File: src/rtl/egress_tlp_arb.sv
// rtl/egress_tlp_arb.sv - packet arbiter sharing PCIe TX AXIS between cpl, rdreq and wrreq builders
// Define EGRESS_ARB_CPL_PRIO_EN to give completions strict priority over read/write requests.
module egress_tlp_arb #(
   parameter int DATA_W    = 128,
   parameter int KEEP_W    = 16,
   parameter int MAX_BEATS = 64
) (
   input  logic              clk,
   input  logic              rst,
   input  logic [DATA_W-1:0] cpl_data,
   input  logic [KEEP_W-1:0] cpl_keep,
   input  logic              cpl_sop,
   input  logic              cpl_eop,
   input  logic              cpl_valid,
   output logic              cpl_rdy,
   input  logic [DATA_W-1:0] rdreq_data,
   input  logic [KEEP_W-1:0] rdreq_keep,
   input  logic              rdreq_sop,
   input  logic              rdreq_eop,
   input  logic              rdreq_valid,
   output logic              rdreq_rdy,
   input  logic [DATA_W-1:0] wrreq_data,
   input  logic [KEEP_W-1:0] wrreq_keep,
   input  logic              wrreq_sop,
   input  logic              wrreq_eop,
   input  logic              wrreq_valid,
   output logic              wrreq_rdy,
   output logic [DATA_W-1:0] m_axis_tx_tdata,
   output logic [KEEP_W-1:0] m_axis_tx_tkeep,
   output logic              m_axis_tx_sop,
   output logic              m_axis_tx_eop,
   output logic              m_axis_tx_tvalid,
   input  logic              m_axis_tx_tready,
   output logic [2:0]        grant,
   output logic              err_no_sop,
   output logic              err_overlen
);
   localparam int CNT_W = $clog2(MAX_BEATS) + 1;

   typedef enum logic {IDLE, XFER} state_t;

   state_t           state;
   logic [1:0]       rr_ptr;
   logic [CNT_W-1:0] beat_cnt;

   logic [2:0]        src_valid, src_sop, req, drop, pick;
   logic              out_free, acc, overlen;
   logic [1:0]        next_ptr;
   logic [DATA_W-1:0] sel_data;
   logic [KEEP_W-1:0] sel_keep;
   logic              sel_sop, sel_eop;

   // Bit order everywhere is {cpl, rdreq, wrreq}; rr_ptr 0/1/2 names cpl/rdreq/wrreq.
   assign src_valid = {cpl_valid, rdreq_valid, wrreq_valid};
   assign src_sop   = {cpl_sop, rdreq_sop, wrreq_sop};
   assign req       = src_valid & src_sop;
   assign out_free  = !m_axis_tx_tvalid || m_axis_tx_tready;
   assign drop      = (state == IDLE) ? (src_valid & ~src_sop) : 3'b000;
   assign acc       = |(grant & src_valid & {3{out_free}});
   assign cpl_rdy   = (grant[2] & out_free) | drop[2];
   assign rdreq_rdy = (grant[1] & out_free) | drop[1];
   assign wrreq_rdy = (grant[0] & out_free) | drop[0];
   assign overlen   = acc && !sel_eop && (beat_cnt == CNT_W'(MAX_BEATS - 1));
   assign next_ptr  = grant[2] ? 2'd1 : (grant[1] ? 2'd2 : 2'd0);

   always_comb begin
      sel_data = '0;
      sel_keep = '0;
      sel_sop  = 1'b0;
      sel_eop  = 1'b0;
      if (grant[2]) begin
         sel_data = cpl_data;   sel_keep = cpl_keep;   sel_sop = cpl_sop;   sel_eop = cpl_eop;
      end else if (grant[1]) begin
         sel_data = rdreq_data; sel_keep = rdreq_keep; sel_sop = rdreq_sop; sel_eop = rdreq_eop;
      end else if (grant[0]) begin
         sel_data = wrreq_data; sel_keep = wrreq_keep; sel_sop = wrreq_sop; sel_eop = wrreq_eop;
      end
   end

   always_comb begin
      pick = 3'b000;
`ifdef EGRESS_ARB_CPL_PRIO_EN
      if (req[2])              pick = 3'b100;
      else if (rr_ptr == 2'd2) pick = req[0] ? 3'b001 : (req[1] ? 3'b010 : 3'b000);
      else                     pick = req[1] ? 3'b010 : (req[0] ? 3'b001 : 3'b000);
`else
      case (rr_ptr)
         2'd0:    pick = req[2] ? 3'b100 : (req[1] ? 3'b010 : (req[0] ? 3'b001 : 3'b000));
         2'd1:    pick = req[1] ? 3'b010 : (req[0] ? 3'b001 : (req[2] ? 3'b100 : 3'b000));
         default: pick = req[0] ? 3'b001 : (req[2] ? 3'b100 : (req[1] ? 3'b010 : 3'b000));
      endcase
`endif
   end

   always_ff @(posedge clk) begin
      if (rst) begin
         state            <= IDLE;
         rr_ptr           <= 2'd0;
         beat_cnt         <= '0;
         grant            <= 3'b000;
         err_no_sop       <= 1'b0;
         err_overlen      <= 1'b0;
         m_axis_tx_tdata  <= '0;
         m_axis_tx_tkeep  <= '0;
         m_axis_tx_sop    <= 1'b0;
         m_axis_tx_eop    <= 1'b0;
         m_axis_tx_tvalid <= 1'b0;
      end else begin
         if (|drop) err_no_sop <= 1'b1;

         if (acc) begin
            m_axis_tx_tdata  <= sel_data;
            m_axis_tx_tkeep  <= sel_keep;
            m_axis_tx_sop    <= sel_sop;
            m_axis_tx_eop    <= sel_eop | overlen;
            m_axis_tx_tvalid <= 1'b1;
         end else if (m_axis_tx_tready) begin
            m_axis_tx_tvalid <= 1'b0;
         end

         case (state)
            IDLE: begin
               if (|pick) begin
                  grant    <= pick;
                  beat_cnt <= '0;
                  state    <= XFER;
               end
            end
            default: begin
               // An overlength packet is cut like a normal eop; its tail then arrives headless.
               if (acc) begin
                  if (sel_eop || overlen) begin
                     grant    <= 3'b000;
                     beat_cnt <= '0;
                     rr_ptr   <= next_ptr;
                     state    <= IDLE;
                     if (overlen) err_overlen <= 1'b1;
                  end else begin
                     beat_cnt <= beat_cnt + CNT_W'(1);
                  end
               end
            end
         endcase
      end
   end
endmodule

File: config.mk
export PLATFORM = sky130hd
export DESIGN_NAME = egress_tlp_arb
export DESIGN_NICKNAME = d
export VERILOG_FILES = /design/src/rtl/egress_tlp_arb.sv
export SDC_FILE = /design/constraint.sdc
export NUM_CORES = 1
export LEC_CHECK = 0
export ABC_AREA = 1
export ABC_CLOCK_PERIOD_IN_PS = 1400
export CAP_MARGIN = 20
export CORE_AREA = 2 2 235 237
export CTS_CLUSTER_SIZE = 14
export DETAILED_ROUTE_END_ITERATION = 8
export DIE_AREA = 0 0 237 239
export DONT_BUFFER_PORTS = 1
export HOLD_SLACK_MARGIN = 0.02
export PLACE_DENSITY = 0.3
export SETUP_SLACK_MARGIN = 0.4
export SYNTH_ARGS = -nofsm -noshare
export SYNTH_HDL_FRONTEND = slang
export SYNTH_SLANG_ARGS = --single-unit
export TNS_END_PERCENT = 30
File: constraint.sdc
create_clock -name clk -period 1.4 [get_ports clk]
set_input_delay 0.21 -clock clk [delete_from_list [all_inputs] [get_ports clk]]
set_output_delay 0.21 -clock clk [all_outputs]
set_load 0.02 [all_outputs]
==> metrics.yaml, run 1 <==
outcome: "complete, but fails checks"
switching_power_mw: 7.01
drv_cap: 0
report.power.total_mw: 18.8
grt-ovfl-total: 0
synth-seq-cells: 162
path_cells: "buf_6 -> nor2_4 -> buf_12 -> buf_16 -> buf_16 -> a22oi_1 -> nor2_1 -> a21oi_1 -> a21oi_1"
synth_top_cell_by_area: "dfxtp_1"
drive_above_1_share_pct: 28.6
drt-initial-drc-count: 480
portBuffers: 0
post-route-min-period_ns: 1.65
seq_power_share_pct: 34.1
r2r-start: "grant[1]"
synth_top_area_share_pct: 38.5
fin_setup_tns_ns: -27.17
startpoint: "grant[1]"
path_max_fanout: 21
synthTopCellsByCount: "a21oi_1 (255), nand2_1 (165), dfxtp_1 (162), a22oi_1 (144), o21ai_0 (141)"
powerDensity_nw_per_um2: 1270
synth_cell_types: 29
vias_per_cell: 4.62
die_h_um: 239
min_from: "rst"
grt_pass1_wl_um: 63300
seq_area_um2: 3360
postSynthAreaPerCell_um2: 7.13
crit_required_ns: 1.77
finalHoldViolCount: 52
vdd_ir_drop_max_v: 0.000870
hpwlAfterDp_um: 28700
async_reset_ff_share_pct: 0
postLayoutCellArea_um2: 14800
cts_htree_levels: 4
fill_cells: 5729
slowest_delay_ns: 0.38
finClkSkew_ns: 0.00875
whs_ns: -0.211
place_congestion: 0.778
drtPass1Iterations: 5
synth_enable_flop_cells: 0
syn_nets: 1627
cts_buffers: 17
crit_path_top_delay_cell: "dfxtp_4"
clock_path_buffers: 2
insertion_delay_ns: 0.48
die_w_um: 237
place_ws_ns: -0.201
setup_viol: 165
holdCritPathClass: "primary input to register"
cts_tree: "yes"
fmax_mhz: 605
swShare_pct: 37.2
finalMaxSlewViolations: 0
place_inst: 1872
clkPwrFrac_pct: 29.7
clock-sinks: 162
track_usage_pct: 15.2
synth_area_um2: 8430
crit_type: "register to register"
relSlewSlack_pct: 75.3
fin_ws_ns: -0.252
multi_input_area_um2: 5350
ctsHoldBuffers: 211
fp-row-count: 86
synth-seq-area-share_pct: 38.5
yosys_warnings: 0
final_cells: 2172
failed_checks: "negative hold slack, negative setup slack"
pin_count: 599
final_util_pct: 27.2
antenna_left: 0
clk_pin_slew_worst_paths_ns: 0.08
yosysMostFrequentCell: "a21oi_1"
grt_setup_unrepaired: "yes"
fp.dieArea_um2: 56600
initial_utilization_pct: 15.5
drt_wl_total_um: 45300
coreArea_um2: 54300
dpl_cell_area_um2: 9840
grt_antenna_before_repair: 5
internal-power_mw: 11.8
p_leak_nw: 5.30
worst_slew_pin_slew_ns: 0.371
ys_top_cells_by_area: "dfxtp_1 (38%), a21oi_1 (15%), a22oi_1 (13%)"
syn_to_final_growth_pct: 75.4
clockRootBuffer: "clkbuf_16"
critPathLaunchType: "register"
power_frac_comb_pct: 36.2
synthCells: 1182
via_count: 10000
cp-end-kind: "register"
crit_arrival_ns: 2.03
drc: 0
nNetsFinal: 1895
grt_start_max_net_pins: 75
grt_pass1_vias: 9966
ys.flop_type: "dfxtp_1"
routedWlPerCell_um: 20.8
fin_crit_sh_pct: 118
## registers in the layout, indices dropped and copies added (netlist names)
name / cells
grant: 3
state: 1
err_overlen: 1
m_axis_tx_tdata: 128
m_axis_tx_sop: 1
m_axis_tx_tkeep: 16
err_no_sop: 1
m_axis_tx_eop: 1
beat_cnt: 7
rr_ptr: 2
m_axis_tx_tvalid: 1
## cell usage in the layout (no fill, tap or decap), types with 5 or more instances in the layout
cell             n
a22oi_1         92
diode_2          5
nand2_2         24
a22oi_2         52
nor2_4           5
nand2_4         17
nor2_1         117
a21oi_2         73
nand2_1        124
buf_6           34
nand3_1         10
inv_1           14
buf_12          30
o21ai_1         55
buf_4           55
dfxtp_4         30
buf_16          21
buf_8            7
a21oi_1        182
inv_2            5
clkbuf_16       19
nand4_1          7
bufbuf_16        5
dfxtp_1        128
o21ai_0         92
bufinv_16        5
dlygate4sd3_1  211
## layer usage
layer  track usage [%]  part of all wire, %
met5                 0                    0
met4              6.29                  3.2
met3              4.30                  6.8
met2              27.2                   51
met1              16.8                   39
## final timing paths
check	slack, ns	depth (start not counted)	endpoint
max	-0.25	9	m_axis_tx_tdata[62]
max reg2reg	-0.25	9	m_axis_tx_tdata[62]
min reg2reg	0.50	2	m_axis_tx_tdata[56]
min	-0.21	1	err_no_sop
## what timing repair did
item                                    4_1_cts  5_1_grt
resized for setup                           198      196
hold endpoints to repair                    155       52
pin swaps                                    29       43
gates cloned                                 17        2
endpoints found under the setup margin      317      317
setup buffers                                29        4
## logic make-up after synthesis
kind of cell    share of synthesized area [%]
compound gates                           37.4
simple gates                             15.4
xor+xnor                                0.208
fa+ha+maj                               0.148
flops                                    38.5
buf+inv                                  8.38
## critical path: cells and delay by family (launching register included)
kind,cells,cell delay [ns]
compound gates,3,0.43
flops,1,0.38
simple gates,2,0.11
buf+inv,4,0.60
## power by group through the flow
| stage | sequential [mW] | combinational (mW) | clock, mW |
|---|---|---|---|
| 2_1_floorplan | 6.36 | 2.73 | 0 |
| 3_5_place_dp | 6.51 | 4.23 | 0 |
| 6_report | 6.42 | 6.81 | 5.60 |
| 4_1_cts | 6.41 | 6.42 | 5.85 |
| 3_3_place_gp | 6.55 | 4.21 | 0 |
| 5_1_grt | 6.49 | 7.36 | 6.00 |
## cell type report
cell class,instances,area share (%)
Tap cell,704,5.95
Multi-Input combinational cell,880,36.1
Antenna cell,5,0.0846
Clock buffer,17,2.88
Timing Repair Buffer,365,29.8
Clock inverter,15,1.67
Inverter,24,0.778
Sequential cell,162,22.7
(Power assumes the default switching activity.)
==> run 2: changes to the inputs <==
--- a/config.mk
+++ b/config.mk
@@ -5,13 +5,12 @@
 export SDC_FILE = /design/constraint.sdc
 export NUM_CORES = 1
 export LEC_CHECK = 0
-export ABC_AREA = 1
 export ABC_CLOCK_PERIOD_IN_PS = 1400
 export CAP_MARGIN = 20
-export CORE_AREA = 2 2 235 237
+export CORE_AREA = 3 3 233 235
 export CTS_CLUSTER_SIZE = 14
 export DETAILED_ROUTE_END_ITERATION = 8
-export DIE_AREA = 0 0 237 239
+export DIE_AREA = 0 0 236 238
 export DONT_BUFFER_PORTS = 1
 export HOLD_SLACK_MARGIN = 0.02
 export PLACE_DENSITY = 0.3
==> metrics.yaml, run 2 <==
outcome: "complete, but fails checks"
failed_checks: "negative hold slack, negative setup slack"
startpoint: "grant[1]"
synth-simple-area-share_pct: 28.5
holdCritPathClass: "primary input to register"
grt_start_max_net_pins: 159
ys_top_cells_by_area: "dfxtp_1 (37%), a221o_1 (17%), nand2b_1 (11%)"
grt_pass1_vias: 9002
grt_setup_unrepaired: "yes"
grt_antenna_before_repair: 4
fin_setup_tns_ns: -39.00
cts_htree_levels: 4
clk_pin_slew_worst_paths_ns: 0.07
synthMuxAreaShare_pct: 0.343
post-route-min-period_ns: 1.72
fp-row-count: 84
async_reset_ff_share_pct: 0
synthTopCellsByCount: "dfxtp_1 (162), nand3_1 (152), nand2b_1 (150), nand2_1 (147), a221o_1 (145)"
yosys_warnings: 0
vdd_ir_drop_max_v: 0.000904
fin_ws_ns: -0.321
top_register: "m_axis_tx_tdata"
crit_required_ns: 1.80
worst_slew_pin_slew_ns: 0.538
synth_cell_types: 44
drc: 0
pin_count: 599
largest_reg_flops: 128
fill_cells: 5669
path_max_fanout: 6
drive_above_1_share_pct: 40.5
synth_top_area_share_pct: 37.0
report.power.total_mw: 13.0
synthCells: 1100
track_usage_pct: 15.8
synth_compound_area_share_pct: 27.6
cp-end-kind: "register"
mostFrequentLayoutCells: "nand2b_1 (149), a221o_1 (145), nand3_1 (93), nand2_1 (93), a21oi_1 (86)"
initial_utilization_pct: 16.7
ctsHoldBuffers: 2
coreArea_um2: 52400
insertion_delay_ns: 0.48
r2r-start: "grant[1]"
finalMaxSlewViolations: 0
synth_xor_area_share_pct: 0.100
synth-seq-cells: 162
die_h_um: 238
powerDensity_nw_per_um2: 989
dpl_cell_area_um2: 10000
clock_path_buffers: 2
place_congestion: 0.775
fmax_mhz: 581
drv_cap: 0
vias_per_cell: 4.88
postLayoutCellArea_um2: 13100
finalHoldViolCount: 153
crit_type: "register to register"
routedWlPerCell_um: 26.0
grt-ovfl-total: 0
syn_to_final_growth_pct: 49.6
drt_wl_total_um: 47900
reg_top3: "m_axis_tx_tdata x128, m_axis_tx_tkeep x16, beat_cnt x7"
die_w_um: 236
grt_pass1_wl_um: 64000
nNetsFinal: 1580
postSynthAreaPerCell_um2: 7.96
synthAdderAreaFrac_pct: 0.143
whs_ns: -0.193
syn_nets: 1545
synth-seq-area-share_pct: 37.0
drt-initial-drc-count: 419
synth_area_um2: 8760
hpwlAfterDp_um: 29300
fp.dieArea_um2: 56200
relSlewSlack_pct: 64.2
clockRootBuffer: "clkbuf_16"
clock-sinks: 162
ys.flop_type: "dfxtp_1"
antenna_left: 0
yosysMostFrequentCell: "dfxtp_1"
cts_tree: "yes"
layout_commonest_cell: "nand2b_1"
via_count: 8976
synth_enable_flop_cells: 0
p_leak_nw: 4.03
setup_viol: 165
min_from: "rst"
finClkSkew_ns: 0.0120
synth_top_family_by_area: "simple AND/OR/NAND/NOR gates"
cts_buffers: 17
portBuffers: 0
crit_arrival_ns: 2.12
drtPass1Iterations: 5
fin_crit_sh_pct: 123
critPathLaunchType: "register"
synth_top_cell_by_area: "dfxtp_1"
-- run 2: worst paths after layout --
kind                    endpoint  slack, ns  depth (start not counted)
max          m_axis_tx_tdata[16]      -0.32                          8
max reg2reg  m_axis_tx_tdata[16]      -0.32                          8
min          m_axis_tx_tdata[98]      -0.19                          1
min reg2reg          beat_cnt[0]       0.47                          1
-- run 2: logic make-up (layout without fill, tap and decap cells) --
kind of cell             Yosys count  after routing
other                              0              3
flip-flops                       162            162
multiplexers                       3              3
AND/OR/NAND/NOR                  490            490
AO/OA/AOI/OAI                    319            319
XOR/XNOR                           1              1
adder cells (fa/ha/maj)            1              1
buffers and inverters            124            172
-- run 2: power by group --
part           internal [mW]  switching [mW]
Combinational           1.53            1.59
Clock                   2.64            2.20
Sequential              4.67           0.321
-- run 2: metrics by stage --
stage                     hold WS, ns  instances  util [%]  setup WS, ns
after detailed placement        0.304       1753      19.1        -0.479
after global routing           -0.243       1837      25.0        -0.459
final                          -0.193       1839      25.0        -0.321
after CTS                      -0.248       1827      22.8        -0.347
after floorplan                 0.351       1100         -        -0.421
after global placement          0.302       1753      19.1        -0.446
-- run 2: per-layer routing --
metal	vias up	track usage, %	wire length, µm
met2	432	26.1	23200
met5	-	0	0
met3	51	5.80	3890
li1	4144	-	-
met1	4349	18.9	19600
met4	0	5.33	1230
-- run 2: layout make-up --
| class | count | area (µm²) | area share (%) |
|---|---|---|---|
| Inverter | 5 | 18.8 | 0.143 |
| Multi-Input combinational cell | 814 | 5830 | 44.5 |
| Antenna cell | 3 | 7.51 | 0.0573 |
| Timing Repair Buffer | 135 | 2250 | 17.2 |
| Sequential cell | 162 | 3550 | 27.1 |
| Clock buffer | 17 | 425 | 3.25 |
| Clock inverter | 15 | 156 | 1.19 |
| Tap cell | 688 | 861 | 6.57 |
-- run 2: repair_timing --
action,4_1_cts,5_1_grt
setup buffers,15,1
gates resized for setup,134,316
pin swaps,45,58
cloned,25,8
setup endpoints to repair,316,317
endpoints found under the hold margin,159,158
-- run 2: worst max-delay path, stage by stage (launching register included) --
cell	delay [ns]
dfxtp_4	0.35
a222oi_1	0.32
buf_4	0.18
or2_4	0.17
buf_12	0.16
buf_12	0.13
clkbuf_16	0.14
nand2_1	0.05
a21oi_1	0.13
==> run 3: changes to the inputs <==
--- a/config.mk
+++ b/config.mk
@@ -14,6 +14,7 @@
 export DONT_BUFFER_PORTS = 1
 export HOLD_SLACK_MARGIN = 0.02
 export PLACE_DENSITY = 0.3
+export RECOVER_POWER = 50
 export SETUP_SLACK_MARGIN = 0.4
 export SYNTH_ARGS = -nofsm -noshare
 export SYNTH_HDL_FRONTEND = slang
==> metrics.yaml, run 3 (synthesized netlist as in run 2, its figures left out) <==
outcome: "complete, but fails checks"
failed_checks: "negative hold slack, negative setup slack"
drc: 0
clk_pin_slew_worst_paths_ns: 0.07
setup_viol: 165
grt_setup_unrepaired: "yes"
multi_input_area_um2: 5830
place_inst: 1753
clock-sinks: 162
die_w_um: 236
path_max_fanout: 6
largest_reg_flops: 128
p_leak_nw: 4.00
vias_per_cell: 4.89
drtPass1Iterations: 5
post-route-min-period_ns: 1.73
cts_buffers: 17
cts_tree: "yes"
via_count: 8992
whs_ns: -0.183
fin_setup_tns_ns: -39.34
hpwlAfterDp_um: 29300
crit_type: "register to register"
nNetsFinal: 1580
crit_arrival_ns: 2.14
insertion_delay_ns: 0.48
mostFrequentLayoutCells: "nand2b_1 (149), a221o_1 (145), dfxtp_1 (113)"
grt_pass1_wl_um: 64000
drt_wl_total_um: 47800
drt-initial-drc-count: 380
drv_cap: 0
reg_top3: "m_axis_tx_tdata x128, m_axis_tx_tkeep x16, beat_cnt x7"
seq_area_um2: 3390
final_util_pct: 24.7
fmax_mhz: 578
crit_required_ns: 1.81
routedWlPerCell_um: 26.0
powerDensity_nw_per_um2: 1010
top_register: "m_axis_tx_tdata"
ctsHoldBuffers: 2
syn_to_final_growth_pct: 47.8
portBuffers: 0
fp-row-count: 84
grt_start_max_net_pins: 159
antenna_left: 0
initial_utilization_pct: 16.7
grt_antenna_before_repair: 4
layout_commonest_cell: "nand2b_1"
finalMaxSlewViolations: 0
critPathLaunchType: "register"
fill_cells: 5696
relSlewSlack_pct: 64.7
final_cells: 1839
worst_slew_pin_slew_ns: 0.529
fp.dieArea_um2: 56200
finClkSkew_ns: 0.0133
clockRootBuffer: "clkbuf_16"
report.power.total_mw: 13.0
fin_ws_ns: -0.330
cts_htree_levels: 4
holdCritPathClass: "primary input to register"
finalHoldViolCount: 153
pin_count: 599
drive_above_1_share_pct: 36.8
grt_pass1_vias: 9002
clock_path_buffers: 2
coreArea_um2: 52400
vdd_ir_drop_max_v: 0.000902
cp-end-kind: "register"
track_usage_pct: 15.8
fin_crit_sh_pct: 124
grt-ovfl-total: 0
place_congestion: 0.775
die_h_um: 238
run 3: metal layers:
metal  global-route usage, %  share of wire [%]  vias to the layer above  wire length, µm
met5                       0                  0                        -                0
met4                    5.33                2.6                        0             1230
met3                    5.80                8.1                       51             3860
met2                    26.1                 48                      425            23200
met1                    18.9                 41                     4374            19500
li1                        -                  -                     4142                -
run 3: layout make-up:
cell class,instances,share of cell area (%)
multi-input cells,814,45.1
well taps,688,6.65
clock buffers,17,3.29
clock inverters,15,1.21
diodes,3,0.0580
inverters,5,0.145
flip-flops and latches,162,26.2
repair buffers,135,17.4
run 3: worst paths after layout:
path / startpoint / end / slack (ns) / cells after the start
hold reg to reg: beat_cnt[0] / beat_cnt[0] / 0.47 / 1
setup reg to reg: grant[1] / m_axis_tx_tdata[21] / -0.33 / 8
setup / recovery: grant[1] / m_axis_tx_tdata[21] / -0.33 / 8
hold / removal: rst / m_axis_tx_tdata[98] / -0.18 / 1
run 3: worst max-delay path, stage by stage, from the launching register on:
cell and delay (ns):
dfxtp_4 0.35, a222oi_1 0.32, buf_4 0.18, or2_4 0.17, buf_12 0.16, buf_12 0.13, clkbuf_16 0.14, nand2_2 0.06
a21oi_2 0.13
run 3: timing repair:
item / CTS / global route
endpoints found under the hold margin: 159 / 158
buffers inserted: 15 / 1
gates resized for setup: 134 / 316
gates cloned: 25 / 8
pin swaps: 45 / 58
setup endpoints to repair: 316 / 317
run 3: power by group:
group,switching (mW),internal (mW)
Clock,2.21,2.64
Sequential,0.320,4.72
Combinational,1.59,1.52
Total,4.12,8.89
run 3: per-stage QoR:
stage / area [µm²] / setup WS [ns]
4_1_cts: 12000 / -0.347
6_report: 12900 / -0.330
3_3_place_gp: 10000 / -0.446
3_5_place_dp: 10000 / -0.479
2_1_floorplan: 8920 / -0.421
5_1_grt: 12900 / -0.459
